### src/rtl/ether_frame_rx_pkg.sv
// Shared definitions for the ether_frame_rx serial frame receiver.
//  - Frame geometry: SEQ_LEN bits, MSB (bit 57) on the line first.
//  - Fixed-field values and bit positions of header, separators, payload and trailer.
//  - Error codes reported on err_code_out and the receiver FSM state encoding.
//  - frame_check(): classifies a captured frame (header > separator > trailer priority).
package ether_frame_rx_pkg;

    localparam int unsigned BIT_DIV_DEFAULT = 320;
    localparam int unsigned SEQ_LEN         = 58;
    localparam int unsigned FIELD_W         = 16;
    localparam int unsigned CNT_W           = 6;

    // Header spans [57:41]: 000, 11, then twelve zeros.
    localparam int unsigned HDR_W         = 17;
    localparam logic [16:0] HDR_VALUE     = 17'b000_11_0000_0000_0000;
    localparam int unsigned SEP_A_LSB     = 39;
    localparam int unsigned SEP_B_LSB     = 21;
    localparam logic [1:0]  SEP_VALUE     = 2'b11;
    localparam int unsigned FIELD_A_LSB   = 23;
    localparam int unsigned FIELD_B_LSB   = 5;
    localparam logic [4:0]  TRAILER_VALUE = 5'b11000;

    typedef enum logic [1:0] {
        ErrNone      = 2'b00,
        ErrHeader    = 2'b01,
        ErrSeparator = 2'b10,
        ErrTrailer   = 2'b11
    } err_code_e;

    typedef enum logic [2:0] {
        StIdle,
        StStart,
        StShift,
        StCheck,
        StWaitIdle
    } rx_state_e;

    function automatic err_code_e frame_check(input logic [SEQ_LEN-1:0] frame);
        if (frame[SEQ_LEN-1 -: HDR_W] != HDR_VALUE) begin
            return ErrHeader;
        end
        if ((frame[SEP_A_LSB +: 2] != SEP_VALUE) || (frame[SEP_B_LSB +: 2] != SEP_VALUE)) begin
            return ErrSeparator;
        end
        if (frame[4:0] != TRAILER_VALUE) begin
            return ErrTrailer;
        end
        return ErrNone;
    endfunction

endpackage

### src/rtl/ether_frame_rx_bit_timer.sv
// Loadable down-counter with a one-cycle expire strobe.
//  clk_in       in   system clock
//  reset_in     in   asynchronous active-low reset
//  load_in      in   load load_val_in and start running (wins over expiry)
//  load_val_in  in   start value; expire_out fires load_val_in+1 cycles after the load
//  expire_out   out  high for one cycle when a running count reaches zero
module ether_frame_rx_bit_timer #(
    parameter int unsigned BIT_DIV = 320,
    localparam int unsigned TMR_W  = $clog2(BIT_DIV)
) (
    input  logic             clk_in,
    input  logic             reset_in,
    input  logic             load_in,
    input  logic [TMR_W-1:0] load_val_in,
    output logic             expire_out
);

    logic [TMR_W-1:0] cnt_q;
    logic             run_q;

    assign expire_out = run_q && (cnt_q == '0);

    always_ff @(posedge clk_in or negedge reset_in) begin
        if (!reset_in) begin
            cnt_q <= '0;
            run_q <= 1'b0;
        end else if (load_in) begin
            cnt_q <= load_val_in;
            run_q <= 1'b1;
        end else if (expire_out) begin
            // Stop after expiry; the FSM reloads when it wants another period.
            run_q <= 1'b0;
        end else if (run_q) begin
            cnt_q <= cnt_q - 1'b1;
        end
    end

endmodule

### src/rtl/ether_frame_rx.sv
// Serial frame receiver for the idle-high ether pulse line.
// Samples the line mid-bit with an internal bit timer, captures a 58-bit frame
// (MSB first), validates header/separator/trailer and presents the two payload fields.
//  clk_in          in   system clock
//  reset_in        in   asynchronous active-low reset
//  ether_pulse_in  in   serial line, idle 1, asynchronous to clk_in
//  busy_out        out  low only while waiting for a start edge
//  frame_valid_out out  1-cycle strobe, frame accepted and fields updated
//  frame_err_out   out  1-cycle strobe, frame rejected
//  err_code_out    out  00 none, 01 header, 10 separator, 11 trailer
//  field_a_out     out  frame bits [38:23]
//  field_b_out     out  frame bits [20:5]
module ether_frame_rx
    import ether_frame_rx_pkg::*;
#(
    parameter int unsigned BIT_DIV = BIT_DIV_DEFAULT
) (
    input  logic               clk_in,
    input  logic               reset_in,
    input  logic               ether_pulse_in,
    output logic               busy_out,
    output logic               frame_valid_out,
    output logic               frame_err_out,
    output logic [1:0]         err_code_out,
    output logic [FIELD_W-1:0] field_a_out,
    output logic [FIELD_W-1:0] field_b_out
);

    localparam int unsigned      TMR_W     = $clog2(BIT_DIV);
    localparam logic [TMR_W-1:0] HALF_LOAD = TMR_W'(BIT_DIV / 2 - 1);
    localparam logic [TMR_W-1:0] FULL_LOAD = TMR_W'(BIT_DIV - 1);
    localparam logic [CNT_W-1:0] LAST_BIT  = CNT_W'(SEQ_LEN - 1);

    logic               sync1_q;
    logic               sync2_q;
    logic               line_d_q;
    logic               line;
    logic               line_fall;

    rx_state_e          state_q;
    logic [CNT_W-1:0]   bit_cnt_q;
    logic [SEQ_LEN-1:0] shreg_q;
    err_code_e          frame_status;

    logic               tmr_load;
    logic [TMR_W-1:0]   tmr_val;
    logic               tmr_expire;

    // Two-flop synchroniser plus a delayed copy for falling-edge detection.
    always_ff @(posedge clk_in or negedge reset_in) begin
        if (!reset_in) begin
            sync1_q  <= 1'b0;
            sync2_q  <= 1'b0;
            line_d_q <= 1'b0;
        end else begin
            sync1_q  <= ether_pulse_in;
            sync2_q  <= sync1_q;
            line_d_q <= sync2_q;
        end
    end

    assign line         = sync2_q;
    assign line_fall    = line_d_q && !line;
    assign frame_status = frame_check(shreg_q);

    // Timer control: half a bit to reach mid-bit, then whole bits; in WAIT_IDLE
    // every low sample restarts the one-bit-long idle qualification.
    always_comb begin
        tmr_load = 1'b0;
        tmr_val  = FULL_LOAD;
        case (state_q)
            StIdle: begin
                if (line_fall) begin
                    tmr_load = 1'b1;
                    tmr_val  = HALF_LOAD;
                end
            end
            StStart: begin
                tmr_load = tmr_expire && !line;
            end
            StShift: begin
                tmr_load = tmr_expire && (bit_cnt_q != LAST_BIT);
            end
            StCheck: begin
                tmr_load = 1'b1;
            end
            StWaitIdle: begin
                tmr_load = !line;
            end
            default: begin
                tmr_load = 1'b0;
            end
        endcase
    end

    ether_frame_rx_bit_timer #(
        .BIT_DIV (BIT_DIV)
    ) u_bit_timer (
        .clk_in      (clk_in),
        .reset_in    (reset_in),
        .load_in     (tmr_load),
        .load_val_in (tmr_val),
        .expire_out  (tmr_expire)
    );

    always_ff @(posedge clk_in or negedge reset_in) begin
        if (!reset_in) begin
            state_q         <= StIdle;
            bit_cnt_q       <= '0;
            shreg_q         <= '0;
            busy_out        <= 1'b0;
            frame_valid_out <= 1'b0;
            frame_err_out   <= 1'b0;
            err_code_out    <= ErrNone;
            field_a_out     <= '0;
            field_b_out     <= '0;
        end else begin
            frame_valid_out <= 1'b0;
            frame_err_out   <= 1'b0;
            case (state_q)
                StIdle: begin
                    if (line_fall) begin
                        state_q  <= StStart;
                        busy_out <= 1'b1;
                    end
                end
                StStart: begin
                    if (tmr_expire) begin
                        if (line) begin
                            // Glitch shorter than half a bit: drop it silently.
                            state_q  <= StIdle;
                            busy_out <= 1'b0;
                        end else begin
                            shreg_q   <= {shreg_q[SEQ_LEN-2:0], line};
                            bit_cnt_q <= CNT_W'(1);
                            state_q   <= StShift;
                        end
                    end
                end
                StShift: begin
                    if (tmr_expire) begin
                        shreg_q   <= {shreg_q[SEQ_LEN-2:0], line};
                        bit_cnt_q <= bit_cnt_q + CNT_W'(1);
                        if (bit_cnt_q == LAST_BIT) begin
                            state_q <= StCheck;
                        end
                    end
                end
                StCheck: begin
                    state_q      <= StWaitIdle;
                    err_code_out <= frame_status;
                    if (frame_status == ErrNone) begin
                        field_a_out     <= shreg_q[FIELD_A_LSB +: FIELD_W];
                        field_b_out     <= shreg_q[FIELD_B_LSB +: FIELD_W];
                        frame_valid_out <= 1'b1;
                    end else begin
                        frame_err_out <= 1'b1;
                    end
                end
                StWaitIdle: begin
                    // A low sample reloads the timer, so expiry implies a full idle bit.
                    if (tmr_expire && line) begin
                        state_q  <= StIdle;
                        busy_out <= 1'b0;
                    end
                end
                default: begin
                    state_q  <= StIdle;
                    busy_out <= 1'b0;
                end
            endcase
        end
    end

endmodule

### config.mk
export PLATFORM = sky130hd
export DESIGN_NAME = ether_frame_rx
export DESIGN_NICKNAME = d
export VERILOG_FILES = /design/src/rtl/ether_frame_rx_pkg.sv /design/src/rtl/ether_frame_rx_bit_timer.sv /design/src/rtl/ether_frame_rx.sv
export SDC_FILE = /design/constraint.sdc
export NUM_CORES = 1
export LEC_CHECK = 0
export CAP_MARGIN = 20
export CELL_PAD_IN_SITES_DETAIL_PLACEMENT = 1
export CELL_PAD_IN_SITES_GLOBAL_PLACEMENT = 2
export CORE_MARGIN = 4
export CORE_UTILIZATION = 37
export CTS_CLUSTER_SIZE = 30
export DETAILED_ROUTE_END_ITERATION = 16
export HOLD_SLACK_MARGIN = 0.15
export PLACE_DENSITY = 0.84
export SYNTH_ARGS = -nofsm -noshare
export SYNTH_HDL_FRONTEND = slang
export SYNTH_SLANG_ARGS = --single-unit
### constraint.sdc
create_clock -name clk_in -period 2.6 [get_ports clk_in]
set_input_delay 0.78 -clock clk_in [delete_from_list [all_inputs] [get_ports clk_in]]
set_output_delay 0.78 -clock clk_in [all_outputs]
set_load 0.05 [all_outputs]
# After elaboration in Yosys (flattened, before gate mapping)
# Cells that the tools add are included.
# totals
regBits	117
latchBits	0
ram_bits	0
rom_bits	0
in_bits	3
memories	0
# op_classes
add_sub_neg	2
mul	0
div	0
order_cmp	0
eq_ne	18
shift	0
mux	45
bitwise	1
n_reduce_logical	19
# ops
cell	count
two-way mux 58 bit	3
case mux 58 bit (2 select lines)	1
two-way mux 9 bit	5
inequality test 2 bit, second input constant	10
two-way mux 6 bit	3
two-way mux 1 bit	17
inequality test 17 x 14 -> 1 bit, second input constant	1
two-way mux 3 bit	5
case mux 3 bit (5 select lines)	1
two-way mux 2 bit	7
case mux 6 bit (2 select lines)	1
AND reduction 5 bit	2
logical NOT 9 bit	1
subtractor 9 x 1 -> 9 bit, second input constant	1
adder 6 x 1 -> 6 bit, second input constant	1
equality test 3 x 2 -> 1 bit, second input constant	2
equality test 6 bit, second input constant	1
inequality test 6 bit, second input constant	1
nonzero test 2 bit	3
logical AND 1 bit	5
inequality test 5 bit, second input constant	1
case mux 1 bit (5 select lines)	1
case mux 1 bit (4 select lines)	1
AND reduction 2 bit	2
9 further kinds	9

# Longest topological paths before layout
# logic_depth
depth_word	12
mapped_depth	9
ltp_nobuf	7

# Cells and area by module
# From an unflattened synthesis, not the netlist that was laid out.
# hier_totals
cells_unflattened	354
hier_area_um2	4844.6
# modules_own_cells
mod	instances	cells_each	area_each_um2
ether_frame_rx	1	290	4256.6
ether_frame_rx_bit_timer	1	64	588.1

# Least setup slack after synthesis
# Ideal clock, no wire load.
# synth_timing
path_type	reg-to-reg
startpoint	register u_bit_timer.cnt_q[0]
endpoint	register shreg_q[10]
setup_time_ns	0.125
t_arrival_ns	2.367
t_required_ns	2.475
path_slack_ns	0.108
path_stages_with_launch	9
synth_period_minus_slack_ns	2.492
path_cell_list	dfrtp_1 > inv_1 > ha_1 > or3b_2 > or4_1 > a211o_1 > buf_4 > buf_6 > mux2_4
# synth_via
elab_chain_len	4
elab_cells_between_ends	5
classes_between	2 x eq/ne; 3 x reduce/logical
# synth_rtl
element	line	source
from (decl)	ether_frame_rx_bit_timer.sv:18	logic [TMR_W-1:0] cnt_q;
from (signal assigned)	ether_frame_rx_bit_timer.sv:28	cnt_q <= load_val_in;
from (signal assigned)	ether_frame_rx_bit_timer.sv:34	cnt_q <= cnt_q - 1'b1;
logical NOT 9 bit *	ether_frame_rx_bit_timer.sv:21	assign expire_out = run_q && (cnt_q == '0);
logical AND 1 bit *	ether_frame_rx_bit_timer.sv:21	
inequality test 2 bit (no line)	--	
AND reduction 4 bit (no line) *	--	
to (signal assigned)	ether_frame_rx.sv:134	shreg_q <= {shreg_q[SEQ_LEN-2:0], line};
to (signal assigned)	ether_frame_rx.sv:142	shreg_q <= {shreg_q[SEQ_LEN-2:0], line};
to (decl)	ether_frame_rx.sv:42	logic [SEQ_LEN-1:0] shreg_q;
# Mark *: on every way between the ends. The rest lies on a longest branch, timed or not.
# A chain may end at the register's enable or synchronous reset.

# Worst setup path after layout
# layout_timing
startpoint	register u_bit_timer.cnt_q[1]
endpoint	register shreg_q[34]
# The elaborated chain is that of the path after synthesis.

==> flow_results.xml <==
<?xml version="1.0" encoding="UTF-8"?>
<metrics>
  <group name="status">
    <metric name="outcome" unit="">complete, but fails checks</metric>
    <metric name="violated_checks" unit="">setup timing</metric>
  </group>
  <group name="timing">
    <metric name="finClkSkew" unit="ps">12.03</metric>
    <metric name="setup_viol" unit="">21</metric>
    <metric name="finalHoldWorstSlack" unit="ps">353.8</metric>
    <metric name="slew_violations" unit="">0</metric>
    <metric name="timing.fmax" unit="MHz">382.2</metric>
    <metric name="timing_hold_violations_final" unit="">0</metric>
    <metric name="rsz0062_at_grt" unit="">true</metric>
    <metric name="slew_headroom" unit="">0.5961</metric>
    <metric name="period_minus_slack" unit="ps">2617</metric>
    <metric name="layout_worst_path_cycle_share" unit="">1.006</metric>
    <metric name="timing.final.ws_setup" unit="ps">-16.52</metric>
    <metric name="worst_margin_slew" unit="ps">605.8</metric>
    <metric name="finalSetupTns" unit="ps">-132.3</metric>
  </group>
  <group name="setup_path">
    <metric name="reg2regPathDepth" unit="">7</metric>
    <metric name="worstReg2RegStart" unit="">u_bit_timer.cnt_q[1]$_DFFE_PN0P_</metric>
    <metric name="timing.critical_path.from_type" unit="">flip-flop</metric>
    <metric name="critical_path.endpoint_type" unit="">flip-flop</metric>
    <metric name="worstPathMaxFanout" unit="">8</metric>
    <metric name="setup.reg_to_reg.worst_slack" unit="ps">-20</metric>
    <metric name="cp.required" unit="ps">2900</metric>
    <metric name="critPathArrivalTime" unit="ps">2920</metric>
    <metric name="worstSetupPathType" unit="">flip-flop to flip-flop</metric>
    <metric name="rr_endpoint" unit="">shreg_q[34]$_DFFE_PN0P_</metric>
  </group>
  <group name="global_routing">
    <metric name="grt_pass1_vias" unit="">3276</metric>
    <metric name="wire_length_of_the_first_global_routing_pass" unit="um">17280</metric>
    <metric name="global_route.usage.total" unit="">0.1491</metric>
    <metric name="largest_net_degree_at_the_start_of_global_routing" unit="">44</metric>
    <metric name="antenna_found_initial" unit="">0</metric>
    <metric name="overflow_after_grt" unit="">0</metric>
  </group>
  <group name="clock_network">
    <metric name="numClockSinks" unit="">117</metric>
    <metric name="insertion_delay" unit="ps">420</metric>
    <metric name="clock_root_buffer_master" unit="">sky130_fd_sc_hd__clkbuf_16</metric>
    <metric name="cts_tree" unit="">built</metric>
    <metric name="clock_tree.buffer_depth" unit="">2</metric>
    <metric name="cts_inserted_buffers" unit="">17</metric>
    <metric name="cts-htree-levels" unit="">4</metric>
    <metric name="cts_hold_buf" unit="">0</metric>
    <metric name="clk_pin_slew" unit="ps">60</metric>
  </group>
  <group name="layout">
    <metric name="layout_commonest_cell" unit="">sky130_fd_sc_hd__dfrtp_1</metric>
    <metric name="num_antenna_cells" unit="">0</metric>
    <metric name="drive_above_1_share" unit="">0.3819</metric>
    <metric name="area_growth" unit="%">31.79</metric>
    <metric name="fin_nets" unit="">426</metric>
    <metric name="num-fill-cells" unit="">1289</metric>
    <metric name="postLayoutCellArea" unit="um^2">6530</metric>
    <metric name="layout_common_cells" unit="">117 x sky130_fd_sc_hd__dfrtp_1, 52 x sky130_fd_sc_hd__mux2_4, 38 x sky130_fd_sc_hd__clkdlybuf4s50_1, 36 x sky130_fd_sc_hd__mux2_2, 22 x sky130_fd_sc_hd__clkbuf_16</metric>
    <metric name="core_util_final" unit="">0.4951</metric>
  </group>
  <group name="pwr">
    <metric name="vdd.ir_drop.worst" unit="mV">0.4345</metric>
    <metric name="power_leakage" unit="nW">3.226</metric>
    <metric name="p_per_area" unit="nW/um^2">763.7</metric>
  </group>
  <group name="drt">
    <metric name="number_of_optimization_iterations_in_the_first_detailed_route_pass" unit="">5</metric>
    <metric name="routed_antenna_nets" unit="">0</metric>
    <metric name="routed-via-count" unit="">3092</metric>
    <metric name="vias_per_std_cell" unit="">5.086</metric>
    <metric name="drt-initial-drc-count" unit="">165</metric>
    <metric name="totalWireLength" unit="um">11950</metric>
    <metric name="drc" unit="">0</metric>
    <metric name="wl_per_cell" unit="um">19.66</metric>
  </group>
  <group name="synth">
    <metric name="async_reset_ff_frac" unit="">1.000</metric>
    <metric name="number_of_enable_flip_flop_cells_after_synthesis" unit="">0</metric>
    <metric name="synth_area_leaders" unit="">sky130_fd_sc_hd__dfrtp_1 59%, sky130_fd_sc_hd__mux2_4 16%, sky130_fd_sc_hd__mux2_2 8.2%</metric>
    <metric name="synth_largest_area_cell" unit="">sky130_fd_sc_hd__dfrtp_1</metric>
    <metric name="synthesis.yosys.warnings" unit="">0</metric>
    <metric name="synth_top_cell_area_share" unit="">0.5909</metric>
    <metric name="post_synth_num_cell_types" unit="">43</metric>
    <metric name="postSynthRegisterBits" unit="">117</metric>
    <metric name="yosys_most_used_dff" unit="">sky130_fd_sc_hd__dfrtp_1</metric>
    <metric name="syn_area_per_cell" unit="um^2">14.45</metric>
    <metric name="netlist_area_before_placement" unit="um^2">4955</metric>
    <metric name="synthesis.nets" unit="">350</metric>
    <metric name="netlist_instances" unit="">343</metric>
    <metric name="synth.yosys.seq_area_share" unit="">0.5909</metric>
  </group>
  <group name="hold_path">
    <metric name="worst_hold_path.num_cells" unit="">0</metric>
    <metric name="worstHoldPathType" unit="">flip-flop to flip-flop</metric>
    <metric name="hold_end" unit="">line$_DFF_PN0_</metric>
    <metric name="hp-start" unit="">sync1_q$_DFF_PN0_</metric>
  </group>
  <group name="floorplanning">
    <metric name="x_dimension_of_the_die" unit="um">123.7</metric>
    <metric name="fp.dieArea" unit="um^2">15310</metric>
    <metric name="fp.dieH" unit="um">123.7</metric>
    <metric name="ioPinCount" unit="">40</metric>
    <metric name="initial_utilization" unit="">0.3756</metric>
    <metric name="design.core.area" unit="um^2">13190</metric>
    <metric name="core.rowCount" unit="">42</metric>
  </group>
  <group name="placed_design">
    <metric name="place_hpwl" unit="um">6688</metric>
    <metric name="globalplace.congestion" unit="">0.7448</metric>
    <metric name="place_area" unit="um^2">5674</metric>
    <metric name="port_buffers" unit="">39</metric>
  </group>
  <group name="flow_run">
    <metric name="maxCapViolCount" unit="">0</metric>
  </group>
</metrics>
==> metal layers <==
metal	vias to the layer above	global-route usage	part of all wire
li1	1381	-	-
met1	1628	0.1867	0.42
met2	64	0.2386	0.53
met3	19	0.04814	0.041
met4	0	0.06090	0.015
met5	-	0	0
==> power by group <==
part | switching, W | leakage [nW] | internal (W)
Combinational | 0.000308 | 1.34 | 0.000268
Sequential | 0.0000913 | 1.59 | 0.00192
Clock | 0.000849 | 0.295 | 0.00155
Total | 0.00125 | 3.23 | 0.00374
==> synth_stat cells, types with 4 or more instances <==
cell / count
sky130_fd_sc_hd__xnor2_1: 5
sky130_fd_sc_hd__ha_1: 4
sky130_fd_sc_hd__nand2_1: 15
sky130_fd_sc_hd__dfrtp_1: 117
sky130_fd_sc_hd__mux2_2: 36
sky130_fd_sc_hd__mux2_4: 52
sky130_fd_sc_hd__nor4_1: 7
sky130_fd_sc_hd__nand4_1: 4
sky130_fd_sc_hd__a21oi_1: 8
sky130_fd_sc_hd__inv_1: 7
sky130_fd_sc_hd__buf_6: 6
sky130_fd_sc_hd__nand3_1: 4
sky130_fd_sc_hd__o21ai_0: 12
sky130_fd_sc_hd__nor2_1: 16
sky130_fd_sc_hd__o31ai_1: 5
==> layout make-up <==
cell class | instances | area, um^2 | area share
Sequential cell | 117 | 2928 | 0.4484
Timing Repair Buffer | 69 | 770.7 | 0.1180
Clock inverter | 13 | 155.1 | 0.02376
Clock buffer | 19 | 452.9 | 0.06936
Inverter | 7 | 26.28 | 0.004024
Multi-Input combinational cell | 207 | 1977 | 0.3027
Tap cell | 176 | 220.2 | 0.03372
==> timing repair <==
action | CTS | global route
buffers inserted | 0 | 4
endpoints found under the setup margin | 0 | 57
gates resized for setup | 0 | 15
==> critical path, cell delays in order (launching register included) <==
cell	delay, ps
sky130_fd_sc_hd__dfrtp_1	380
sky130_fd_sc_hd__inv_2	90
sky130_fd_sc_hd__ha_4	130
sky130_fd_sc_hd__or3b_4	370
sky130_fd_sc_hd__or4_4	560
sky130_fd_sc_hd__a211o_4	440
sky130_fd_sc_hd__clkbuf_16	210
sky130_fd_sc_hd__mux2_4	300
==> flip-flops by register name (all words and copies together) (netlist names) <==
signal,count
u_bit_timer.cnt_q,9
line,1
shreg_q,58
frame_err_out,1
frame_valid_out,1
state_q,3
line_d_q,1
err_code_out,2
field_b_out,16
bit_cnt_q,6
busy_out,1
u_bit_timer.run_q,1
sync1_q,1
field_a_out,16
==> metrics by stage <==
step	total power, W	setup WS, ps	cells
2_1_floorplan	0.002298	107.5	343
3_3_place_gp	0.002527	83.91	563
3_5_place_dp	0.002563	14.34	563
4_1_cts	0.004984	3.318	595
5_1_grt	0.005209	-70.39	608
6_report	0.004987	-16.52	608
==> cell families (layout without fill, tap and decap cells) <==
logic type	Yosys count	in the layout	share of synthesized area
flip-flops	117	117	0.5909
AND/OR/NAND/NOR	67	67	0.06944
multiplexers	90	90	0.2437
XOR/XNOR	7	7	0.01237
buffers and inverters	21	108	0.02601
AO/OA/AOI/OAI	37	39	0.04748
adder cells (fa/ha/maj)	4	4	0.01010
==> how the worst max path moves through the flow <==
stage,endpoint,from,cells after the start,slack (ps)
final,shreg_q[34]$_DFFE_PN0P_,u_bit_timer.cnt_q[1]$_DFFE_PN0P_,7,-20
after global routing,shreg_q[33]$_DFFE_PN0P_,u_bit_timer.cnt_q[0]$_DFFE_PN0P_,7,-70
after CTS,shreg_q[16]$_DFFE_PN0P_,u_bit_timer.cnt_q[1]$_DFFE_PN0P_,7,3
after detailed placement,bit_cnt_q[3]$_DFFE_PN0P_,u_bit_timer.cnt_q[0]$_DFFE_PN0P_,8,10
after global placement,shreg_q[45]$_DFFE_PN0P_,u_bit_timer.cnt_q[0]$_DFFE_PN0P_,7,80
after floorplan,shreg_q[10]$_DFFE_PN0P_,u_bit_timer.cnt_q[0]$_DFFE_PN0P_,8,110
Power figures use the tool's default switching activity.
